[src/rtl/adventure_pkg.sv]
// rtl/adventure_pkg.sv - shared move encoding and replay state types for the adventure game
package adventure_pkg;

    typedef enum logic [1:0] {
        DIR_N = 2'd0,
        DIR_S = 2'd1,
        DIR_E = 2'd2,
        DIR_W = 2'd3
    } dir_t;

    typedef enum logic [1:0] {
        IDLE  = 2'd0,
        ISSUE = 2'd1,
        GAP   = 2'd2,
        DONE  = 2'd3
    } play_state_t;

    // Bit order matches the {N, S, E, W} output bundle.
    function automatic logic [3:0] dir_to_onehot(input dir_t dir);
        logic [3:0] oh;
        case (dir)
            DIR_N:   oh = 4'b1000;
            DIR_S:   oh = 4'b0100;
            DIR_E:   oh = 4'b0010;
            default: oh = 4'b0001;
        endcase
        return oh;
    endfunction

endpackage

[src/rtl/adventure_autoplayer_route_mem.sv]
// rtl/adventure_autoplayer_route_mem.sv - route storage array with saturating length counter
module route_mem #(
    parameter int DEPTH = 16
) (
    input  logic                       clk,
    input  logic                       reset,
    input  logic                       clear,
    input  logic                       wr_en,
    input  logic [1:0]                 wr_dir,
    input  logic [$clog2(DEPTH)-1:0]   rd_idx,
    output logic [1:0]                 rd_dir,
    output logic [$clog2(DEPTH+1)-1:0] len,
    output logic                       full
);
    localparam int AW = $clog2(DEPTH);
    localparam int LW = $clog2(DEPTH+1);

    logic [1:0] mem [DEPTH];
    logic       wr_accept;

    assign full      = (len == LW'(DEPTH));
    assign wr_accept = wr_en && !clear && !full;
    assign rd_dir    = mem[rd_idx];

    always_ff @(posedge clk or negedge reset) begin
        if (!reset) begin
            len <= '0;
        end else if (clear) begin
            len <= '0;
        end else if (wr_accept) begin
            len <= len + LW'(1);
        end
    end

    // Contents need no reset; len alone defines which entries are valid.
    always_ff @(posedge clk) begin
        if (wr_accept) begin
            mem[len[AW-1:0]] <= wr_dir;
        end
    end

endmodule

[src/rtl/adventure_autoplayer.sv]
// rtl/adventure_autoplayer.sv - replays a stored N/S/E/W route into the game and reports the outcome
module adventure_autoplayer
    import adventure_pkg::*;
#(
    parameter int DEPTH      = 16,
    parameter int GAP_CYCLES = 2
) (
    input  logic                       clk,
    input  logic                       reset,
    input  logic                       wr_en,
    input  logic [1:0]                 wr_dir,
    input  logic                       clear,
    input  logic                       start,
    input  logic                       WIN,
    input  logic                       DIE,
    output logic                       N,
    output logic                       S,
    output logic                       E,
    output logic                       W,
    output logic                       busy,
    output logic                       done,
    output logic                       won,
    output logic                       died,
    output logic [$clog2(DEPTH+1)-1:0] moves_issued,
    output logic [$clog2(DEPTH+1)-1:0] route_len,
    output logic                       full
);
    localparam int AW = $clog2(DEPTH);
    localparam int LW = $clog2(DEPTH+1);
    localparam int GW = (GAP_CYCLES > 1) ? $clog2(GAP_CYCLES) : 1;

    play_state_t   state, state_n;
    logic [LW-1:0] rd_ptr, rd_ptr_n;
    logic [LW-1:0] moves_n;
    logic [LW-1:0] start_len;
    logic [GW-1:0] gap_cnt, gap_n;
    logic          won_n, died_n;
    logic [3:0]    pulse, pulse_n;
    logic          idle_like, mem_clear, mem_wr, wr_accept;
    logic [AW-1:0] rd_idx;
    logic [1:0]    rd_dir;
    dir_t          issue_dir;

    route_mem #(.DEPTH(DEPTH)) u_route_mem (
        .clk    (clk),
        .reset  (reset),
        .clear  (mem_clear),
        .wr_en  (mem_wr),
        .wr_dir (wr_dir),
        .rd_idx (rd_idx),
        .rd_dir (rd_dir),
        .len    (route_len),
        .full   (full)
    );

    // A start in the same cycle as a write sees the post-write length, and the
    // first move may be the one being written, so it bypasses the array read.
    always_comb begin
        idle_like = (state == IDLE) || (state == DONE);
        mem_clear = clear && idle_like;
        mem_wr    = wr_en && idle_like;
        wr_accept = mem_wr && !mem_clear && !full;
        start_len = mem_clear ? '0 : route_len + LW'(wr_accept);
        rd_idx    = idle_like ? '0 : rd_ptr[AW-1:0];
        issue_dir = dir_t'((idle_like && (route_len == '0)) ? wr_dir : rd_dir);
    end

    always_comb begin
        state_n  = state;
        rd_ptr_n = rd_ptr;
        moves_n  = moves_issued;
        gap_n    = gap_cnt;
        won_n    = won;
        died_n   = died;
        pulse_n  = 4'b0000;
        case (state)
            IDLE, DONE: begin
                if (start) begin
                    rd_ptr_n = '0;
                    moves_n  = '0;
                    won_n    = 1'b0;
                    died_n   = 1'b0;
                    if (start_len != '0) begin
                        state_n = ISSUE;
                        pulse_n = dir_to_onehot(issue_dir);
                    end else begin
                        state_n = DONE;
                    end
                end
            end
            ISSUE: begin
                rd_ptr_n = rd_ptr + LW'(1);
                moves_n  = moves_issued + LW'(1);
                gap_n    = GW'(GAP_CYCLES - 1);
                state_n  = GAP;
            end
            GAP: begin
                if (DIE) begin
                    died_n  = 1'b1;
                    state_n = DONE;
                end else if (WIN) begin
                    won_n   = 1'b1;
                    state_n = DONE;
                end else if (gap_cnt == '0) begin
                    if (rd_ptr < route_len) begin
                        state_n = ISSUE;
                        pulse_n = dir_to_onehot(issue_dir);
                    end else begin
                        state_n = DONE;
                    end
                end else begin
                    gap_n = gap_cnt - GW'(1);
                end
            end
            default: state_n = IDLE;
        endcase
    end

    always_ff @(posedge clk or negedge reset) begin
        if (!reset) begin
            state        <= IDLE;
            rd_ptr       <= '0;
            moves_issued <= '0;
            gap_cnt      <= '0;
            won          <= 1'b0;
            died         <= 1'b0;
            pulse        <= 4'b0000;
        end else begin
            state        <= state_n;
            rd_ptr       <= rd_ptr_n;
            moves_issued <= moves_n;
            gap_cnt      <= gap_n;
            won          <= won_n;
            died         <= died_n;
            pulse        <= pulse_n;
        end
    end

    assign {N, S, E, W} = pulse;
    assign busy = (state == ISSUE) || (state == GAP);
    assign done = (state == DONE);

endmodule

[config.mk]
export PLATFORM = sky130hd
export DESIGN_NAME = adventure_autoplayer
export DESIGN_NICKNAME = d
export VERILOG_FILES = /design/src/rtl/adventure_pkg.sv /design/src/rtl/adventure_autoplayer_route_mem.sv /design/src/rtl/adventure_autoplayer.sv
export SDC_FILE = /design/constraint.sdc
export NUM_CORES = 1
export LEC_CHECK = 0
export BUFFER_PORTS_ARGS = -buffer_cell sky130_fd_sc_hd__buf_2
export CAP_MARGIN = 25
export CORE_UTILIZATION = 53
export DETAILED_ROUTE_END_ITERATION = 8
export HOLD_SLACK_MARGIN = 0.1
export PLACE_DENSITY = 0.75
export SETUP_SLACK_MARGIN = 0.1
export SLEW_MARGIN = 10
export SYNTH_ARGS = -nofsm -noshare
export SYNTH_HDL_FRONTEND = slang
export SYNTH_SLANG_ARGS = --single-unit
[constraint.sdc]
create_clock -name clk -period 2.5 [get_ports clk]
set_input_delay 0 -clock clk [delete_from_list [all_inputs] [get_ports clk]]
set_output_delay 0 -clock clk [all_outputs]
set_load 0.05 [all_outputs]
Word-level counts from Yosys, hierarchy flattened
Memories as Yosys holds them, arrays and structs flattened. Index checks and enable logic that the tools add are counted.

Register bits: 24. Bits in writable memories: 32. Input bits: 9. Output and inout bits: 19. Memories: 1.

Add/sub/neg operators: 5. Order comparisons: 1. Eq/ne operators: 12. Muxes and demuxes: 35. Reduce and logical (&&, ||, !) cells: 23.

Memories: u_route_mem.mem (depth 16, width 2, read ports 1, clocked after memory_dff 0, wr ports 1, line adventure_autoplayer_route_mem.sv:18) `logic [1:0] mem [DEPTH];`.

Operators by type and width (number): $mux 4 (7); $mux 5 (4); $pmux 5 s2 (2); $add 5x1->5 const B (3); $mux 2 (7); $pmux 4 s3 (1); $ne 2x2->1 const B (5); $mux 1 (9); $pmux 4 s2 (1); $reduce_bool 2->1 (4); $eq 2x2->1 const B (3); $pmux 1 s2 (3); $pmux 2 s3 (1); $reduce_and 3->1 (2); $add 5x1->5 (1); $eq 5x5->1 const B (1); $logic_and 1x1->1 (5); $logic_not 5->1 (1); $lt 5x5->1 (1); $reduce_bool 5->1 (1); $eq 2x1->1 const B (2); $logic_not 2->1 (2); $ne 4x4->1 const B (1); $reduce_and 2->1 (2); 5 further kinds (7).

Logic depth before layout (Yosys ltp)
Word-level depth: 12. Mapped depth: 12. Mapped depth without buffers: 11.

Cells and area by module
From an unflattened synthesis, not the netlist that was laid out.

Cells, all modules: 225. Area, all modules: 2849.0 um^2.

Modules (own cells, without submodules): route_mem (times used 1, cells an instance 106, area each 1637.8 um^2); adventure_autoplayer (times used 1, cells an instance 119, area each 1211.2 um^2).

Least setup slack after synthesis
Ideal clock, no wire load.

Kind: reg2reg. From: register state[0]. To: register pulse[0]. Setup time: 95 ps. Arrival: 2549 ps. Slack: -144 ps. Cell stages (with the launch flop): 13. Path buffers: 1. Period minus slack after synthesis: 2644 ps. Cells stage by stage: dfrtp_1 > inv_1 > ha_1 > buf_2 > nand3b_1 > a31oi_2 > ha_1 > ha_1 > nor3_1 > a31o_2 > a31oi_1 > nor2_1 > nor4b_2.

Cells in the longest elaborated chain, start to end: 12. Elaborated cells between the ends (all ways): 28. Those cells by class: 1 x add/sub; 4 x eq/ne; 11 x mux; 11 x reduce/logical; 1 x memory.

Ends and longest elaborated chain: from (decl) (line adventure_autoplayer.sv:32) `play_state_t state, state_n;`; from (signal assigned) (line adventure_autoplayer.sv:129) `state <= state_n;`; $eq 2x2->1 or $logic_not 2->1 (tied branches) (line adventure_autoplayer.sv:59, adventure_autoplayer.sv:76); $logic_or 1x1->1 (line adventure_autoplayer.sv:59) `idle_like = (state == IDLE) || (state == DONE);`; $mux 4 or $logic_and 1x1->1 (tied branches) (line adventure_autoplayer.sv:64, adventure_autoplayer.sv:60); $mem_v2 16x2 or $logic_not 1->1 (tied branches); $mux 2 or $logic_and 1x1->1 (tied branches) (line adventure_autoplayer.sv:65, adventure_autoplayer.sv:62); $eq 2x2->1, or another cell as far along (line adventure_pkg.sv:21) `case (dir)`; $pmux 4 s3 or $add 5x1->5 (tied branches) (line adventure_pkg.sv:21, adventure_autoplayer.sv:63); $mux 4 or $mux 5 (tied branches) (line adventure_autoplayer.sv:105, adventure_autoplayer.sv:63); $mux 4 or $reduce_bool 5->1 (tied branches) (line adventure_autoplayer.sv:104, adventure_autoplayer.sv:83); $mux 4, on equally long branches (line adventure_autoplayer.sv:101, adventure_autoplayer.sv:83); $mux 4, on equally long branches (line adventure_autoplayer.sv:98, adventure_autoplayer.sv:78); $pmux 4 s2 (*) (line adventure_autoplayer.sv:76) `case (state)`; named net pulse_n[0] (line adventure_autoplayer.sv:38) `logic [3:0] pulse, pulse_n;`; to (signal assigned) (line adventure_autoplayer.sv:135) `pulse <= pulse_n;`; to (decl) (line adventure_autoplayer.sv:38).

The timed path passes the listed nets; every way through them passes the cells marked *. A chain may end at the register's enable or synchronous reset.

Final worst setup path
From: register state[1]. To: register pulse[2].

The elaborated chain is that of the path after synthesis.

==> impl_results.md <==
- Setup slack after layout: 0.147 ns
- RR Startpoint: state[1]
- Clk_lat worst skew: 0.32 ns
- Distinct cells, synth: 50
- Worst hold start: wr_en
- Post-synth top area cell: edfxtp_1
- First DRT Iteration DRCs: between 150 and 200
- Clock Path Buffers: 2
- Max-Cap Viols: 0
- Share of the synthesized area in the top cell type: between 30 and 40%
- Crit path cell chain: ha_4 -> buf_12 -> and2b_4 -> o2bb2ai_1 -> mux4_2 -> a22o_2 -> o221a_2
- Main synth FF type: edfxtp_1
- Mapped Cells: ~240
- Layout area overhead: 19.4%
- Vias in the first global route: 1989
- EDFF count, synth: 32
- FMAX: 0.425 GHz
- Worst EP arrival: 2.57 ns
- Synth top area cells: edfxtp_1 33%, dfrtp_1 21%, ha_1 6.9%
- Least-Margin Pin Slew: 0.641 ns
- Vias per cell: 5.72
- Most frequent cell after synthesis: edfxtp_1
- Port Buffers: 27
- CTS H-tree depth: 2
- Hold WC Path Type: in2reg
- Crit path largest cell delay: 0.48 ns
- CTS tree: built
- Synth Area per Inst: 12.3 um^2
- CP delay by family, top: compound AO/OA/AOI/OAI gates
- Die X: ~76 um
- # DRC: 0
- Buf+Inv Stages, Crit Path: 1
- I/O pin count: 28
- Post-DR wirelength/cell: 16.7 um
- Grt ovf: 0
- CTS buffer count: 5
- Pwr Total: 3.99 mW
- Post-synth top cells: 32 x edfxtp_1, 24 x dfrtp_1, 19 x nor2_1, 16 x ha_1
- First-pass GRT wire length: 9.71 mm
- P per Cell Area: 1150 mW/mm^2
- Crit start category: flip-flop
- Reg clk slew, reported paths: 0.11 ns
- Post-synthesis sequential area ratio: between 50% and 60%
- Synth warnings: 0
- Fill count: 403
- Leak: 1.41 nW
- Relative max-transition margin: 56.9%
- Seq. cell area: 0.00157 mm^2
- Peak VDD IR: 0.000670 V
- Final Skew: 0.0119 ns
- Crit path launch: state[1]
- Core area: 0.00520 mm^2
- Die ar.: 0.00578 mm^2
- Antenna diodes: 0
- Initial DRT Pass Iterations: 4
- Yosys reg bits: 56
- Initial Utilization: 55.8%
- Multi-input gate area: 0.00133 mm^2
- Die Ht: 76.1 um
- Total track usage: between 20 and 25%
- Final setup TNS: 0 ns
- Worst Setup End Kind: flip-flop
- Pin count of the biggest net entering global routing: 25
- Final Hold Viols: 0
- RSZ-0062 raised after global routing: false
- Fin crit period: between 2 and 2.5 ns
- CTS Root Cell: clkbuf_8
- Floorplan row count: 26
- Syn_nets: 261
- Final RePlAce weighted congestion: 0.790
- WP data required: 2.72 ns
- Share of cells above drive strength 1: approximately a quarter
- Pre-CTS setup slack: roughly 0.041 ns
- Final count of pins violating max slew: 0
- Async set or reset register ratio after synthesis: 42.9%
- # setup viols final: 0
- Total clock sinks: 56
- Routed vias: 2037
- Mapped Area: a little under 0.003 mm^2
- Tcrit/Tclk final: 94.1%
- Critical path peak fanout: 15
- Final ANT Viol Nets: 0
- Kind of critical path: reg2reg
- DRT Wirelength: 5.93 mm
- Status: finished, final reports clean
- Critical-path top delay cell: mux4_2
- Initial antenna violation count: 0
- Nets: 310
- Post-DP HPWL: 4.19 mm
final timing paths:
| path | endpoint | depth (start not counted) | slack (ns) |
|---|---|---|---|
| max | pulse[2] | 7 | 0.15 |
| min | u_route_mem.mem[0][1] | 2 | 0.16 |
| max reg2reg | pulse[2] | 7 | 0.15 |
| min reg2reg | moves_issued[4] | 2 | 0.56 |
| max in group asynchronous | rd_ptr[0] | 2 | 1.92 |
| min in group asynchronous | rd_ptr[2] | 2 | 0.19 |
power by group:
part	leakage [nW]	total, mW	internal (mW)	switching (mW)
Clock	0.0463	0.519	0.206	0.313
Combinational	0.762	2.20	0.918	1.28
Sequential	0.598	1.27	1.11	0.163
placed cells by master (no fill, tap or decap), types with 5 or more instances in the layout:
cell type / instances
a21oi_1: 12
and2_1: 12
and3_1: 5
buf_2: 27
buf_4: 17
clkbuf_8: 5
dfrtp_1: 20
dlygate4sd3_1: 7
edfxtp_1: 32
ha_1: 13
inv_1: 10
mux2i_1: 9
nand2_1: 6
nand4_1: 6
nor2_1: 18
o21ai_0: 6
xnor2_1: 8
xor2_1: 6
worst register-to-register path, cell delays in order (launching register included):
cell and delay [ns]:
dfrtp_1 0.44, ha_4 0.33, buf_12 0.14, and2b_4 0.20
o2bb2ai_1 0.12, mux4_2 0.48, a22o_2 0.26, o221a_2 0.27
cells by family after synthesis:
group	share of synthesized area, %
AO/OA/AOI/OAI	11.1
XOR/XNOR	4.22
AND/OR/NAND/NOR	13.6
adder cells (fa/ha/maj)	6.89
multiplexers	7.23
buffers and inverters	3.31
flip-flops	53.7
layer usage:
metal	GRT usage [%]	vias to the layer above	part of all wire [%]
li1	-	978	-
met5	0	-	0
met4	7.31	0	1.2
met3	5.99	7	4.9
met2	35.4	48	48
met1	28.8	1004	46
stage by stage:
stage / std cells / hold slack, ns / util (%) / instance area (um^2)
2_1_floorplan: 236 / -0.296 / - / 2970
3_3_place_gp: 334 / 0.00653 / 61.9 / 3220
3_5_place_dp: 334 / 0.0156 / 61.9 / 3220
4_1_cts: 350 / 0.144 / 65.4 / 3400
5_1_grt: 356 / 0.141 / 66.7 / 3470
6_report: 356 / 0.156 / 66.7 / 3470
sequential cells by signal (all words and copies together), names as in the netlist:
| register | count |
|---|---|
| u_route_mem.len | 5 |
| died | 1 |
| moves_issued | 5 |
| pulse | 4 |
| u_route_mem.mem | 32 |
| won | 1 |
| rd_ptr | 5 |
| gap_cnt | 1 |
| state | 2 |
layout make-up:
cell class                 instances  area share, %
clock inverter                     3          0.793
sequential                        56           45.1
clock buffer                       5           1.98
inverter                          11           1.19
multi-input combinational        159           38.2
tap                               70           2.52
timing repair buffer              52           10.2
what timing repair did:
item | CTS | global route
endpoints found under the hold margin | 68 | 0
hold buffers | 7 | 0
setup buffers | 1 | 6
resized for setup | 1 | 4
endpoints found under the setup margin | 2 | 5
pin swaps | 1 | 3
Power figures use the tool's default switching activity.
